<file path="config.mk">
export PLATFORM = sky130hd
export DESIGN_NAME = keypad_encoder_flat
export DESIGN_NICKNAME = d
export VERILOG_FILES = /design/src/rtl/keypad_pkg.sv /design/src/rtl/keypad_encoder_if.sv /design/src/rtl/sync2.sv /design/src/rtl/keypad_encoder.sv /design/src/flat_wrapper.sv
export SDC_FILE = /design/constraint.sdc
export NUM_CORES = 1
export LEC_CHECK = 0
export BUFFER_PORTS_ARGS = -buffer_cell sky130_fd_sc_hd__buf_2
export CORE_MARGIN = 4
export CORE_UTILIZATION = 57
export CTS_CLUSTER_DIAMETER = 150
export DETAILED_ROUTE_END_ITERATION = 6
export PLACE_DENSITY = 0.86
export SLEW_MARGIN = 20
export SYNTH_ARGS = -nofsm -noshare
export SYNTH_HDL_FRONTEND = slang
export SYNTH_SLANG_ARGS = --single-unit
</file>
<file path="constraint.sdc">
create_clock -name clk -period 2.2 [get_ports clk]
set_clock_uncertainty 0.05 [all_clocks]
set_input_delay 0.33 -clock clk [delete_from_list [all_inputs] [get_ports clk]]
set_output_delay 0.33 -clock clk [all_outputs]
set_load 0.005 [all_outputs]
</file>
<file path="src/rtl/keypad_pkg.sv">
// keypad_pkg
// Shared types and constants for the matrix keypad front end.
//   kp_state_t : scanner FSM states (SCAN, DEBOUNCE, PRESSED, RELEASE)
//   CODE_W     : width of the code word handed to the display decoder
//   ROW_RESET  : row drive pattern after reset (row 0 driven low)
//   COL_IDLE   : column sense value with no key pressed (pull-ups)
//   low_col()  : index of the lowest-numbered active-low column
package keypad_pkg;

  typedef enum logic [1:0] {
    SCAN     = 2'd0,
    DEBOUNCE = 2'd1,
    PRESSED  = 2'd2,
    RELEASE  = 2'd3
  } kp_state_t;

  localparam int         CODE_W    = 5;
  localparam logic [3:0] ROW_RESET = 4'b1110;
  localparam logic [3:0] COL_IDLE  = 4'hF;

  // Lowest column index wins when several columns are pulled low.
  function automatic logic [1:0] low_col(input logic [3:0] cols);
    logic [1:0] idx;
    casez (cols)
      4'b???0: idx = 2'd0;
      4'b??01: idx = 2'd1;
      4'b?011: idx = 2'd2;
      default: idx = 2'd3;
    endcase
    return idx;
  endfunction

endpackage

</file>
<file path="src/rtl/keypad_encoder_if.sv">
// keypad_encoder_if
// Bundles the keypad matrix lines and the code word toward the display decoder.
//   COL   : column sense, active-low, asynchronous to the system clock
//   ROW   : row drive, active-low, at most one row low
//   CODE  : {held, row[1:0], col[1:0]}
//   VALID : one-cycle strobe for each newly accepted press
//   HELD  : level, high while the accepted key is still down
// master = keypad_encoder side, slave = keypad/decoder side.
interface keypad_encoder_if;
  import keypad_pkg::*;

  logic [3:0]        COL;
  logic [3:0]        ROW;
  logic [CODE_W-1:0] CODE;
  logic              VALID;
  logic              HELD;

  modport master (
    input  COL,
    output ROW,
    output CODE,
    output VALID,
    output HELD
  );

  modport slave (
    output COL,
    input  ROW,
    input  CODE,
    input  VALID,
    input  HELD
  );

endinterface

</file>
<file path="src/rtl/sync2.sv">
// sync2
// Two-flop synchronizer for asynchronous board inputs.
//   clk : destination clock
//   rst : asynchronous active-high reset, loads RESET_VAL into both stages
//   d   : asynchronous input
//   q   : synchronized output, two clocks behind d
module sync2 #(
  parameter int               WIDTH     = 1,
  parameter logic [WIDTH-1:0] RESET_VAL = '0
) (
  input  logic             clk,
  input  logic             rst,
  input  logic [WIDTH-1:0] d,
  output logic [WIDTH-1:0] q
);

  logic [WIDTH-1:0] meta;
  logic [WIDTH-1:0] stable;

  // Reset to the idle level so downstream logic never sees a false event
  // while the first real samples propagate.
  always_ff @(posedge clk or posedge rst) begin
    if (rst) begin
      meta   <= RESET_VAL;
      stable <= RESET_VAL;
    end else begin
      meta   <= d;
      stable <= meta;
    end
  end

  assign q = stable;

endmodule

</file>
<file path="src/rtl/keypad_encoder.sv">
// keypad_encoder
// Scans a 4x4 active-low keypad matrix, debounces one key at a time and
// produces the 5-bit code {held, row, col} for the segment decoder.
//   clk : system clock
//   rst : asynchronous active-high reset
//   kp  : keypad_encoder_if.master (COL in; ROW, CODE, VALID, HELD out)
// Parameters:
//   SCAN_CYCLES     : clocks each row is driven before columns are sampled (2..255)
//   DEBOUNCE_CYCLES : consecutive stable clocks to accept a press or release (1..65535)
module keypad_encoder
  import keypad_pkg::*;
#(
  parameter int SCAN_CYCLES     = 4,
  parameter int DEBOUNCE_CYCLES = 16
) (
  input  logic             clk,
  input  logic             rst,
  keypad_encoder_if.master kp
);

  localparam int DWELL_W = $clog2(SCAN_CYCLES);
  localparam int DEB_W   = $clog2(DEBOUNCE_CYCLES + 1);

  localparam logic [DWELL_W-1:0] DWELL_LAST = DWELL_W'(SCAN_CYCLES - 1);
  localparam logic [DEB_W-1:0]   DEB_MAX    = DEB_W'(DEBOUNCE_CYCLES);

  localparam logic [1:0] S_SCAN     = SCAN;
  localparam logic [1:0] S_DEBOUNCE = DEBOUNCE;
  localparam logic [1:0] S_PRESSED  = PRESSED;
  localparam logic [1:0] S_RELEASE  = RELEASE;

  logic [1:0]         state;
  logic [1:0]         row_idx;
  logic [3:0]         row_drive;
  logic [DWELL_W-1:0] dwell_cnt;
  logic [DEB_W-1:0]   deb_cnt;
  logic [1:0]         cand_col;
  logic [3:0]         col_pat;
  logic [CODE_W-1:0]  code_q;
  logic               valid_q;
  logic               held_q;

  logic [3:0]         col_s;
  logic [DEB_W-1:0]   deb_inc;
  logic               deb_done;
  logic               key_up;

  sync2 #(
    .WIDTH     (4),
    .RESET_VAL (COL_IDLE)
  ) u_col_sync (
    .clk (clk),
    .rst (rst),
    .d   (kp.COL),
    .q   (col_s)
  );

  // Saturating debounce count; "done" means this cycle's increment reaches
  // DEBOUNCE_CYCLES, so the outputs update on the following edge.
  assign deb_inc  = (deb_cnt == DEB_MAX) ? DEB_MAX : deb_cnt + DEB_W'(1);
  assign deb_done = (deb_inc == DEB_MAX);

  // Only the tracked column matters once a key is accepted; other columns
  // on the same row are ignored until the scan resumes.
  assign key_up = col_s[cand_col];

  // Scanner FSM. ROW only moves at a dwell boundary in SCAN, on a debounce
  // abort, or on release accept; in every case it steps to the next row.
  always_ff @(posedge clk or posedge rst) begin
    if (rst) begin
      state     <= S_SCAN;
      row_idx   <= 2'd0;
      row_drive <= ROW_RESET;
      dwell_cnt <= '0;
      deb_cnt   <= '0;
      cand_col  <= 2'd0;
      col_pat   <= COL_IDLE;
      code_q    <= '0;
      valid_q   <= 1'b0;
      held_q    <= 1'b0;
    end else begin
      valid_q <= 1'b0;
      case (state)
        S_SCAN: begin
          if (dwell_cnt == DWELL_LAST) begin
            dwell_cnt <= '0;
            if (col_s == COL_IDLE) begin
              row_idx   <= row_idx + 2'd1;
              row_drive <= {row_drive[2:0], row_drive[3]};
            end else begin
              cand_col <= low_col(col_s);
              col_pat  <= col_s;
              deb_cnt  <= '0;
              state    <= S_DEBOUNCE;
            end
          end else begin
            dwell_cnt <= dwell_cnt + DWELL_W'(1);
          end
        end

        S_DEBOUNCE: begin
          if (col_s == col_pat) begin
            deb_cnt <= deb_inc;
            if (deb_done) begin
              code_q  <= {1'b1, row_idx, cand_col};
              valid_q <= 1'b1;
              held_q  <= 1'b1;
              state   <= S_PRESSED;
            end
          end else begin
            dwell_cnt <= '0;
            row_idx   <= row_idx + 2'd1;
            row_drive <= {row_drive[2:0], row_drive[3]};
            state     <= S_SCAN;
          end
        end

        S_PRESSED: begin
          if (key_up) begin
            deb_cnt <= '0;
            state   <= S_RELEASE;
          end
        end

        S_RELEASE: begin
          if (key_up) begin
            deb_cnt <= deb_inc;
            if (deb_done) begin
              code_q[CODE_W-1] <= 1'b0;
              held_q           <= 1'b0;
              dwell_cnt        <= '0;
              row_idx          <= row_idx + 2'd1;
              row_drive        <= {row_drive[2:0], row_drive[3]};
              state            <= S_SCAN;
            end
          end else begin
            state <= S_PRESSED;
          end
        end

        default: state <= S_SCAN;
      endcase
    end
  end

  assign kp.ROW   = row_drive;
  assign kp.CODE  = code_q;
  assign kp.VALID = valid_q;
  assign kp.HELD  = held_q;

endmodule

</file>
<file path="src/flat_wrapper.sv">
// flat-port wrapper written by rule: the top's interface ports become plain ports
module keypad_encoder_flat import keypad_pkg::*;
#(
  parameter int SCAN_CYCLES     = 4,
  parameter int DEBOUNCE_CYCLES = 16
)
  (clk, rst, kp_COL, kp_ROW, kp_CODE, kp_VALID, kp_HELD);
  keypad_encoder_if kp_i ();
  input  logic clk;
  input  logic rst;
  input wire logic [$bits(kp_i.COL)-1:0] kp_COL;
  output wire logic [$bits(kp_i.ROW)-1:0] kp_ROW;
  output wire logic [$bits(kp_i.CODE)-1:0] kp_CODE;
  output wire logic [$bits(kp_i.VALID)-1:0] kp_VALID;
  output wire logic [$bits(kp_i.HELD)-1:0] kp_HELD;
  assign kp_i.COL = kp_COL;
  assign kp_ROW = kp_i.ROW;
  assign kp_CODE = kp_i.CODE;
  assign kp_VALID = kp_i.VALID;
  assign kp_HELD = kp_i.HELD;
  keypad_encoder #(.SCAN_CYCLES(SCAN_CYCLES), .DEBOUNCE_CYCLES(DEBOUNCE_CYCLES)) u_core (.clk(clk), .rst(rst), .kp(kp_i));
endmodule
</file>
== Yosys cells after proc, flatten, opt, wreduce, memory -nomap -nowiden ==
Cells that the tools add are included.
Widths: inputs -> output; s select.
Storage, ports and cells
  bits in registers: 36
Cells by class
  bitwise operators: 2
  equality and inequality tests: 21
  reductions and logical operators: 10
  add/sub/neg operators: 3
  muxes and demuxes: 45
  order comparisons: 1
Operator list (count)
  $mux 5: 8
  $mux 2: 15
  $mux 4: 5
  $pmux 5 s4: 1
  $pmux 2 s3: 3
  $reduce_and 5->1: 3
  $ne 2x1->1 const B: 7
  $pmux 4 s3: 1
  $eq 5x5->1 const B: 2
  $mux 1: 8
  $pmux 2 s4: 1
  $eq 2x2->1 const B: 3
  $ne 3x2->1 const B: 2
  $reduce_and 3->1: 2
  $reduce_and 6->1: 1
  $add 5x1->5 const B: 1
  $add 2x1->2 const B: 2
  $eq 2x1->1 const B: 2
  $eq 4x4->1: 1
  $eq 4x4->1 const B: 1
  $ne 2x2->1 const B: 2
  $pmux 1 s2: 2
  $reduce_and 4->1: 1
  $eq 3x2->1 const B: 1
  other kinds (6): 7

== Longest topological paths before layout ==
Gate-level depths: netlist of the first run.
  depth in word-level cells: 6
  gate-level depth with buffers: 7
  mapped depth without buffers: 7

== By module ==
A second synthesis of the first run with hierarchy kept.
Second synthesis, totals
  cells, all modules: 143
  area, all modules: 1669.1 um^2
By module, submodules not included
  keypad_encoder: instances 1, area each 1455.1 um^2, cells an instance 134
  sync2: instances 1, area each 214.0 um^2, cells an instance 9

== Worst setup path before layout of the first run ==
OpenSTA, ideal clock, no wires.
  path kind: reg-to-reg
  start point: reg u_core.deb_cnt[0]
  end point: reg u_core.code_q[0] (netlist: u_core.kp.CODE[0])
  path slack: 179 ps
  setup time: 125 ps
  buffers on the path: 0
  arrival: 1846 ps
  period minus slack after synthesis: 2021 ps
  cell stages (with the launch flop): 8
  required time: 2025 ps
  cell sequence: dfrtp_1 -> inv_1 -> ha_1 -> nor2b_1 -> a31o_2 -> nand4_1 -> nor4_4 -> mux2_2
Between the ends
  longest elaborated chain between the ends: 4
RTL lines
  start: declaration: RTL line keypad_encoder.sv:36  | logic [DEB_W-1:0] deb_cnt;
  start signal: assignment: RTL line keypad_encoder.sv:103  | deb_cnt <= deb_inc;
  start signal: assignment: RTL line keypad_encoder.sv:127  | deb_cnt <= deb_inc;
  $add 5x1->5 / $eq 5x5->1 (equally long branches): RTL line keypad_encoder.sv:60  | assign deb_inc = (deb_cnt == DEB_MAX) ? DEB_MAX : deb_cnt + DEB_W'(1);
  $mux 5 (*): RTL line keypad_encoder.sv:60
  $eq 5x5->1 (*): RTL line keypad_encoder.sv:61  | assign deb_done = (deb_inc == DEB_MAX);
  $reduce_and 3->1 (no source line) (*)
  end signal: assignment: RTL line keypad_encoder.sv:105  | code_q <= {1'b1, row_idx, cand_col};
  end: declaration: RTL line keypad_encoder.sv:39  | logic [CODE_W-1:0] code_q;
Every way passes the cells marked *; elsewhere a longest branch is shown, timed or not.
A chain may end at the register's enable or synchronous reset.

== Final worst setup path of the first run ==
  start point: reg u_core.deb_cnt[0]
  end point: reg u_core.code_q[2] (netlist: u_core.kp.CODE[2])
The elaborated chain is that of the path after synthesis.

==> flow_metrics.tcl, run 1 <==
set metrics [dict create \
    critPathMaxFanout 5 \
    synth_common_cells "21 x dfrtp_1, 15 x dfstp_2, 13 x nand2_1, 12 x mux2_2, 11 x o21ai_0" \
    register_area_um2 921 \
    drive_gt1_frac 0.443 \
    setup_slack_ns 0.0825 \
    max_slew_margin 0.612 \
    clock_path_buffers 2 \
    slew_viol_final 0 \
    vdd_ir_drop_max_mv 0.687 \
    cpPeakStageDelay_ns 0.46 \
    cts_root_buffer "clkbuf_4" \
    r2r_end "u_core.kp.CODE[2]" \
    grt_usage 0.182 \
    post-place-ws_ns 0.0408 \
    tns_ns 0 \
    syn_inst 140 \
    rows 19 \
    yosys_warnings 0 \
    synth_area_leaders "dfrtp_1 31%, dfstp_2 23%, mux2_2 7.9%" \
    required_ns 2.39 \
    area_delta_synth_final_pct 13.9 \
    syn_area_per_cell_um2 12.2 \
    yosysTopAreaCellShare 0.307 \
    synth_ff_type "dfrtp_1" \
    clockPowerShare 0.186 \
    initial_core_util 0.611 \
    cpMaxStageDelayCell "dfrtp_2" \
    die_area_um2 3950 \
    fin_total_pwr_mw 1.99 \
    p_switching_uw 707 \
    vias 1156 \
    wl_per_cell_um 16.1 \
    hold_path.class "in2async" \
    worst_skew_pair.late_latency_ns 0.34 \
    core_area_um2 2810 \
    dr.pass1.iters 4 \
    cts_tree "yes" \
    p_int_mw 1.29 \
    n_antenna_cell 0 \
    synth_edf_count 0 \
    synth.ff_latch_count 36 \
    place_area_um2 1840 \
    yosysMostFrequentCell "dfrtp_1" \
    maxCapViolCount 0 \
    htree_levels 2 \
    clock-sinks 36 \
    nNetsFinal 175 \
    multiInputGateArea_um2 785 \
    hpwlAfterDp_um 2340 \
    power.density_nw_per_um2 1020 \
    status "finished clean" \
    place.gp.congestion 0.907 \
    crit_arrival_ns 2.30 \
    path_clk_slew_ns 0.10 \
    r2r_start "u_core.deb_cnt[0]" \
    p_comb_frac 0.323 \
    grt_pass1_wl_um 5580 \
    fillCellCount 193 \
    setup_viol 0 \
    grt_max_degree 37 \
    netlist_area_um2 1710 \
    antenna_found_initial 0 \
    fmax_mhz 472 \
    drt_wl_total_um 3180 \
    power_frac_seq 0.491 \
    yosysTopAreaCell "dfrtp_1" \
    cts_buffers 5 \
    drtIter0Drc 84 \
    syn_nets 149 \
    hold_viol 0 \
    layout_min_cycle_time_ns 2.12 \
    crit_path_start_kind "flip-flop" \
    port_buffers 16 \
    rrSetupSlack_ns 0.08 \
    tightest_slew_ns 0.580 \
    synth_async_sr_flop_share 1.00 \
    ios 17 \
    swShare 0.355 \
    crit_chain "inv_2, ha_4, and4bb_2, a31o_2, nand4_1, nor4_4, buf_4, mux2_2" \
    grt_overflow_total 0 \
    critical_path_class "reg2reg" \
    die_h_um 62.8 \
    ant_nets 0 \
    ff2ff_path_depth 8 \
    drc_errors 0 \
    grt_pass1_vias 1186 \
    die_w_um 62.8 \
    synth-seq-area-share 0.537 \
    synthDistinctLibCells 40 \
    leakage_nw 0.884 \
    final_core_util 0.695 \
    viasPerCell 5.84 \
    endpoint_kind "flip-flop" \
    stdcell_area_um2 1950 \
    fin_crit_sh 0.962 \
]
[state kept, by name, summed over array words and instances (netlist names)]
name	count
u_core.state	2
u_core.u_col_sync.q	4
u_core.kp.HELD	1
u_core.kp.VALID	1
u_core.row_idx	2
u_core.cand_col	2
u_core.deb_cnt	5
u_core.kp.ROW	4
u_core.col_pat	4
u_core.kp.CODE	5
u_core.u_col_sync.meta	4
u_core.dwell_cnt	2
[worst max path at each step]
| stage | to | startpoint | slack, ns |
|---|---|---|---|
| floorplan | u_core.kp.CODE[0] | u_core.deb_cnt[0] | 0.18 |
| global placement | u_core.kp.CODE[3] | u_core.deb_cnt[0] | 0.12 |
| detailed placement | u_core.kp.ROW[0] | u_core.deb_cnt[0] | 0.04 |
| CTS | u_core.kp.ROW[0] | u_core.deb_cnt[0] | 0.02 |
| global route | u_core.kp.CODE[0] | u_core.deb_cnt[0] | -0.007 |
| finish | u_core.kp.CODE[2] | u_core.deb_cnt[0] | 0.08 |
[power by group through the flow]
stage / clock network [mW] / logic [mW] / registers, mW
after detailed placement: 0 / 0.621 / 0.975
after global placement: 0 / 0.577 / 0.960
after floorplan: 0 / 0.530 / 0.921
after global routing: 0.417 / 0.735 / 0.994
after CTS: 0.376 / 0.622 / 0.963
final: 0.371 / 0.644 / 0.978
[area by class of cell]
cell class	count	share of cell area
tap	31	0.0199
clock inverter	1	0.00385
multi-input combinational	95	0.402
sequential	36	0.472
inverter	7	0.0135
timing repair buffer	21	0.0603
clock buffer	7	0.0282
[cell families (layout without fill, tap and decap cells)]
kind of cell / count (synthesis) / in the layout / share of synthesized area
AO/OA/AOI/OAI: 27 / 27 / 0.122
XOR/XNOR: 9 / 9 / 0.0548
buffers and inverters: 9 / 36 / 0.0263
adder cells (fa/ha/maj): 3 / 3 / 0.0219
AND/OR/NAND/NOR: 39 / 39 / 0.121
flip-flops: 36 / 36 / 0.537
multiplexers: 17 / 17 / 0.118
[metal layers]
metal,vias to the layer above,share of wire,wire [um],GRT usage
li1,552,-,-,-
met1,547,0.40,1290,0.222
met2,43,0.51,1610,0.300
met3,14,0.066,209,0.0468
met4,0,0.023,74,0.0909
met5,-,0,0,0
[worst max-delay path, delay by kind of cell (launching register included)]
kind | cells | cell delay [ns]
AO/OA/AOI/OAI | 1 | 0.14
adder cells (fa/ha/maj) | 1 | 0.12
buffers and inverters | 2 | 0.27
flip-flops | 1 | 0.46
multiplexers | 1 | 0.33
AND/OR/NAND/NOR | 3 | 0.64
[per-stage QoR]
stage	hold WS, ns	std cells
detailed placement	0.297	188
floorplan	0.284	140
global route	0.00244	198
finish	0.0124	198
global placement	0.297	188
CTS	0.0221	196
[what timing repair did]
| item | 4_1_cts | 5_1_grt |
|---|---|---|
| resized for setup | 0 | 9 |
| endpoints found under the setup margin | 0 | 9 |
| buffers inserted | 0 | 2 |
| hold buffers | 0 | 0 |
[layout by cell type (no fill, tap or decap), types with 2 or more instances in the layout]
master / synthesis / layout
dfrtp_1: 21 / 20
buf_2: 0 / 16
dfstp_2: 15 / 15
nand2_1: 13 / 13
o21ai_0: 11 / 11
mux2_2: 12 / 11
nand3_1: 8 / 7
nor2_1: 5 / 5
xnor2_1: 5 / 5
clkbuf_4: 0 / 5
buf_4: 1 / 5
inv_1: 6 / 4
mux2i_1: 4 / 4
inv_2: 1 / 3
nor3_1: 3 / 3
a21oi_1: 3 / 3
xor2_1: 2 / 2
nand2b_1: 2 / 2
nand4_1: 2 / 2
a21o_1: 2 / 2
ha_4: 0 / 2
No activity file was read; power rests on OpenSTA's default activity.
==> run 2, diff against run 1 <==
--- a/config.mk
+++ b/config.mk
@@ -7,10 +7,10 @@
 export LEC_CHECK = 0
 export BUFFER_PORTS_ARGS = -buffer_cell sky130_fd_sc_hd__buf_2
 export CORE_MARGIN = 4
-export CORE_UTILIZATION = 57
+export CORE_UTILIZATION = 55
 export CTS_CLUSTER_DIAMETER = 150
 export DETAILED_ROUTE_END_ITERATION = 6
-export PLACE_DENSITY = 0.86
+export PLACE_DENSITY = 0.84
 export SLEW_MARGIN = 20
 export SYNTH_ARGS = -nofsm -noshare
 export SYNTH_HDL_FRONTEND = slang
==> flow_metrics.tcl, run 2 (same netlist as run 1, synthesis figures left out) <==
set metrics [dict create \
    grt_pass1_wl_um 5580 \
    leakage_nw 0.898 \
    wl_per_cell_um 15.8 \
    drt_wl_total_um 3340 \
    crit_arrival_ns 2.35 \
    grt_pass1_vias 1182 \
    fillCellCount 206 \
    fin_total_pwr_mw 2.03 \
    endpoint_kind "flip-flop" \
    worst_skew_pair.late_latency_ns 0.33 \
    vdd_ir_drop_max_mv 0.675 \
    crit_path_start_kind "flip-flop" \
    antenna_found_initial 0 \
    power.density_nw_per_um2 1020 \
    r2r_start "u_core.deb_cnt[0]" \
    cts_buffers 5 \
    status "finished clean" \
    htree_levels 2 \
    path_clk_slew_ns 0.11 \
    critical_path_class "reg2reg" \
    fin_crit_sh 0.983 \
    grt_max_degree 37 \
    drive_gt1_frac 0.450 \
    die_area_um2 4070 \
    clock-sinks 36 \
    hold_path.class "in2async" \
    slew_viol_final 0 \
    viasPerCell 5.60 \
    vias 1182 \
    hold_viol 0 \
    ant_nets 0 \
    die_w_um 63.8 \
    layout_min_cycle_time_ns 2.16 \
    fmax_mhz 463 \
    layout_common_cells "20 x dfrtp_1, 16 x buf_2, 15 x dfstp_2" \
    rows 19 \
    dr.pass1.iters 4 \
    die_h_um 63.8 \
    grt_overflow_total 0 \
    mostFrequentLayoutCell "dfrtp_1" \
    tightest_slew_ns 0.522 \
    place.gp.congestion 0.907 \
    startpoint "u_core.deb_cnt[0]" \
    grt_usage 0.178 \
    drtIter0Drc 111 \
    ios 17 \
    drc_errors 0 \
    setup_viol 0 \
    cts_tree "yes" \
    cts_root_buffer "clkbuf_4" \
    port_buffers 16 \
    initial_core_util 0.595 \
    maxCapViolCount 0 \
    n_antenna_cell 0 \
    critPathMaxFanout 4 \
    final_core_util 0.692 \
    area_delta_synth_final_pct 16.2 \
    holdBufCountCts 0 \
    core_area_um2 2880 \
    required_ns 2.39 \
    clock_path_buffers 2 \
    max_slew_margin 0.651 \
    nNetsFinal 177 \
    hpwlAfterDp_um 2380 \
]
## run 2: cell types whose count changed in the layout (fill, tap and decap cells not counted), sizes merged
cell,change
buf,+2
## run 2: final cells by class
type                       count  area [um^2]  share of cell area
clock inverter                 1         7.51             0.00377
inverter                       7         28.8              0.0145
multi-input combinational     95          793               0.398
sequential                    36          921               0.463
timing repair buffer          23          133              0.0666
clock buffer                   7         55.1              0.0277
tap                           42         52.6              0.0264
## run 2: final timing paths
path	slack, ns	depth (start not counted)	to
setup / recovery	0.04	8	u_core.kp.CODE[2]
hold / removal	0.03	3	u_core.row_idx[0]
setup reg to reg	0.04	8	u_core.kp.CODE[2]
hold reg to reg	0.31	0	u_core.u_col_sync.q[1]
max in group asynchronous	1.73	3	u_core.col_pat[0]
min in group clk	0.03	1	u_core.u_col_sync.meta[1]
## run 2: worst max-delay path: stages, from the launching register on
cell      delay, ns
dfrtp_2        0.47
inv_4          0.09
ha_4           0.12
and4bb_2       0.26
a31o_2         0.14
nand4_1        0.15
nor4_4         0.27
buf_4          0.19
mux2_2         0.33
## run 2: routing by layer
metal,wire [um],part of all wire,global-route usage,vias up
met1,1390,0.42,0.223,585
met5,0,0,0,-
met3,170,0.051,0.0525,8
li1,-,-,-,555
met4,65,0.019,0.0566,0
met2,1710,0.51,0.295,34
## run 2: repair_timing
item / CTS / global route
setup endpoints to repair: 0 / 9
resized for setup: 0 / 12
buffers inserted: 0 / 4
## run 2: power breakdown
| part | total (mW) | switching, mW | internal (mW) |
|---|---|---|---|
| Sequential | 0.985 | 0.156 | 0.829 |
| Combinational | 0.675 | 0.354 | 0.320 |
| Clock | 0.366 | 0.209 | 0.156 |
## run 2: through the flow
stage               instances  cell area [um^2]  hold slack, ns  setup WS, ns  TNS, ns
finish                    211              1990          0.0340        0.0383        0
global route              211              1990         0.00521       -0.0430   -0.137
CTS                       207              1910          0.0274        0.0410        0
detailed placement        199              1850           0.298        0.0434        0
global placement          199              1850           0.297         0.130        0
floorplan                 140              1710           0.284         0.179        0
==> run 3, diff against run 2 <==
--- a/config.mk
+++ b/config.mk
@@ -11,6 +11,7 @@
 export CTS_CLUSTER_DIAMETER = 150
 export DETAILED_ROUTE_END_ITERATION = 6
 export PLACE_DENSITY = 0.84
+export SETUP_SLACK_MARGIN = 0.5
 export SLEW_MARGIN = 20
 export SYNTH_ARGS = -nofsm -noshare
 export SYNTH_HDL_FRONTEND = slang
==> flow_metrics.tcl, run 3 (same netlist as run 1, synthesis figures left out) <==
set metrics [dict create \
    fmax_mhz 479 \
    worstSetupEndpoint "u_core.kp.CODE[3]" \
    cpPeakStageDelay_ns 0.46 \
    layout_min_cycle_time_ns 2.09 \
    ff2ff_path_depth 8 \
    rsz0062_at_grt "true" \
    r2r_start "u_core.deb_cnt[0]" \
    die_area_um2 4070 \
    cpMaxStageDelayCell "dfrtp_2" \
    rrSetupSlack_ns 0.11 \
    required_ns 2.39 \
    initial_core_util 0.595 \
    tns_ns 0 \
    maxCapViolCount 0 \
    die_h_um 63.8 \
    vdd_ir_drop_max_mv 0.614 \
    nNetsFinal 193 \
    cp.depth 8 \
    core_area_um2 2880 \
    place.gp.congestion 0.849 \
    crit_family "simple AND/OR/NAND/NOR gates" \
    vias 1255 \
    grt_pass1_wl_um 6060 \
    drt_wl_total_um 3900 \
    startpoint "u_core.deb_cnt[0]" \
    multiInputGateArea_um2 965 \
    max_slew_margin 0.668 \
    die_w_um 63.8 \
    crit_path_start_kind "flip-flop" \
    tightest_slew_ns 0.499 \
    antenna_found_initial 0 \
    path_clk_slew_ns 0.11 \
    endpoint_kind "flip-flop" \
    dr.pass1.iters 4 \
    critPathMaxFanout 3 \
    rows 19 \
    cts_buffers 5 \
    grt_pass1_vias 1296 \
    power.density_nw_per_um2 1050 \
    drive_gt1_frac 0.568 \
    leakage_nw 1.02 \
    fillCellCount 152 \
    grt_usage 0.194 \
    viasPerCell 5.53 \
    hold_ws_ns 0.00493 \
    clock_path_buffers 2 \
    clock-sinks 36 \
    final_core_util 0.807 \
    mostFrequentLayoutCell "dfrtp_1" \
    grt_overflow_total 0 \
    layout_common_cells "18 x dfrtp_1, 16 x buf_2, 15 x dfstp_2" \
    slew_viol_final 0 \
    cts_root_buffer "clkbuf_4" \
    ios 17 \
    setup_slack_ns 0.114 \
    htree_levels 2 \
    register_area_um2 923 \
    hold_viol 0 \
    critical_path_class "reg2reg" \
    status "finished clean" \
    post-place-ws_ns 0.0654 \
    post-place-cells 198 \
    crit_chain "inv_2, ha_4, and4bb_2, a31o_4, nand4_1, nor4_4, buf_4, mux2_4" \
    worst_skew_pair.late_latency_ns 0.35 \
    ant_nets 0 \
    r2r_end "u_core.kp.CODE[3]" \
    fin_crit_sh 0.948 \
    instances_no_fill 227 \
    area_delta_synth_final_pct 35.6 \
    drc_errors 0 \
    path_buf_inv 2 \
    hpwlAfterDp_um 2200 \
    drtIter0Drc 91 \
    cts_tree "yes" \
    wl_per_cell_um 17.2 \
    port_buffers 16 \
    hold_path.class "in2async" \
    setup_viol 0 \
    crit_arrival_ns 2.28 \
    n_antenna_cell 0 \
    grt_max_degree 37 \
]
[run 3: cell types whose count changed in the layout (fill, tap and decap cells not counted), sizes merged]
cell         change
buf             +12
clkbuf           -1
clkinv           +1
clkinvlp         -1
dlygate4sd3      +4
inv              +1
[run 3: through the flow]
step,cell area (um^2),total power [mW]
CTS,2100,2.17
global route,2320,2.59
detailed placement,1870,1.60
global placement,1870,1.55
floorplan,1740,1.47
finish,2320,2.44
[run 3: cell type report]
class | instances | share of cell area
Multi-Input combinational cell | 95 | 0.415
Sequential cell | 36 | 0.398
Timing Repair Buffer | 39 | 0.121
Clock buffer | 6 | 0.0269
Inverter | 7 | 0.0113
Clock inverter | 2 | 0.00485
Tap cell | 42 | 0.0226
[run 3: metal layers]
metal / vias up / wire length [um] / global-route usage
met5: - / 0 / 0
met3: 7 / 185 / 0.0665
met2: 33 / 2060 / 0.351
li1: 587 / - / -
met4: 0 / 59 / 0.0647
met1: 628 / 1600 / 0.211
[run 3: power by group]
group,switching [mW],internal (mW)
Sequential,0.179,0.832
Clock,0.222,0.192
Combinational,0.490,0.527
[run 3: worst register-to-register path, cell delays in order (launching register included)]
cell and delay (ns):
dfrtp_2 0.46, inv_2 0.09, ha_4 0.12, and4bb_2 0.27, a31o_4 0.13, nand4_1 0.18, nor4_4 0.20, buf_4 0.18
mux2_4 0.30
[run 3: worst min-delay path by stage]
| stage | cells past startpoint | slack (ns) | start | to |
|---|---|---|---|---|
| 2_1_floorplan | 0 | 0.28 | kp_COL[0] | u_core.u_col_sync.meta[0] |
| 3_3_place_gp | 0 | 0.30 | u_core.u_col_sync.meta[1] | u_core.u_col_sync.q[1] |
| 3_5_place_dp | 0 | 0.30 | u_core.u_col_sync.meta[3] | u_core.u_col_sync.q[3] |
| 4_1_cts | 3 | 0.006 | rst | u_core.cand_col[1] |
| 5_1_grt | 3 | 0.04 | rst | u_core.row_idx[1] |
| 6_report | 3 | 0.005 | rst | u_core.kp.VALID |
[run 3: what timing repair did]
action	4_1_cts	5_1_grt
setup buffers	10	7
pin swaps	6	12
hold buffers	0	4
resized for setup	18	31
hold endpoints to repair	0	4
setup endpoints to repair	27	26
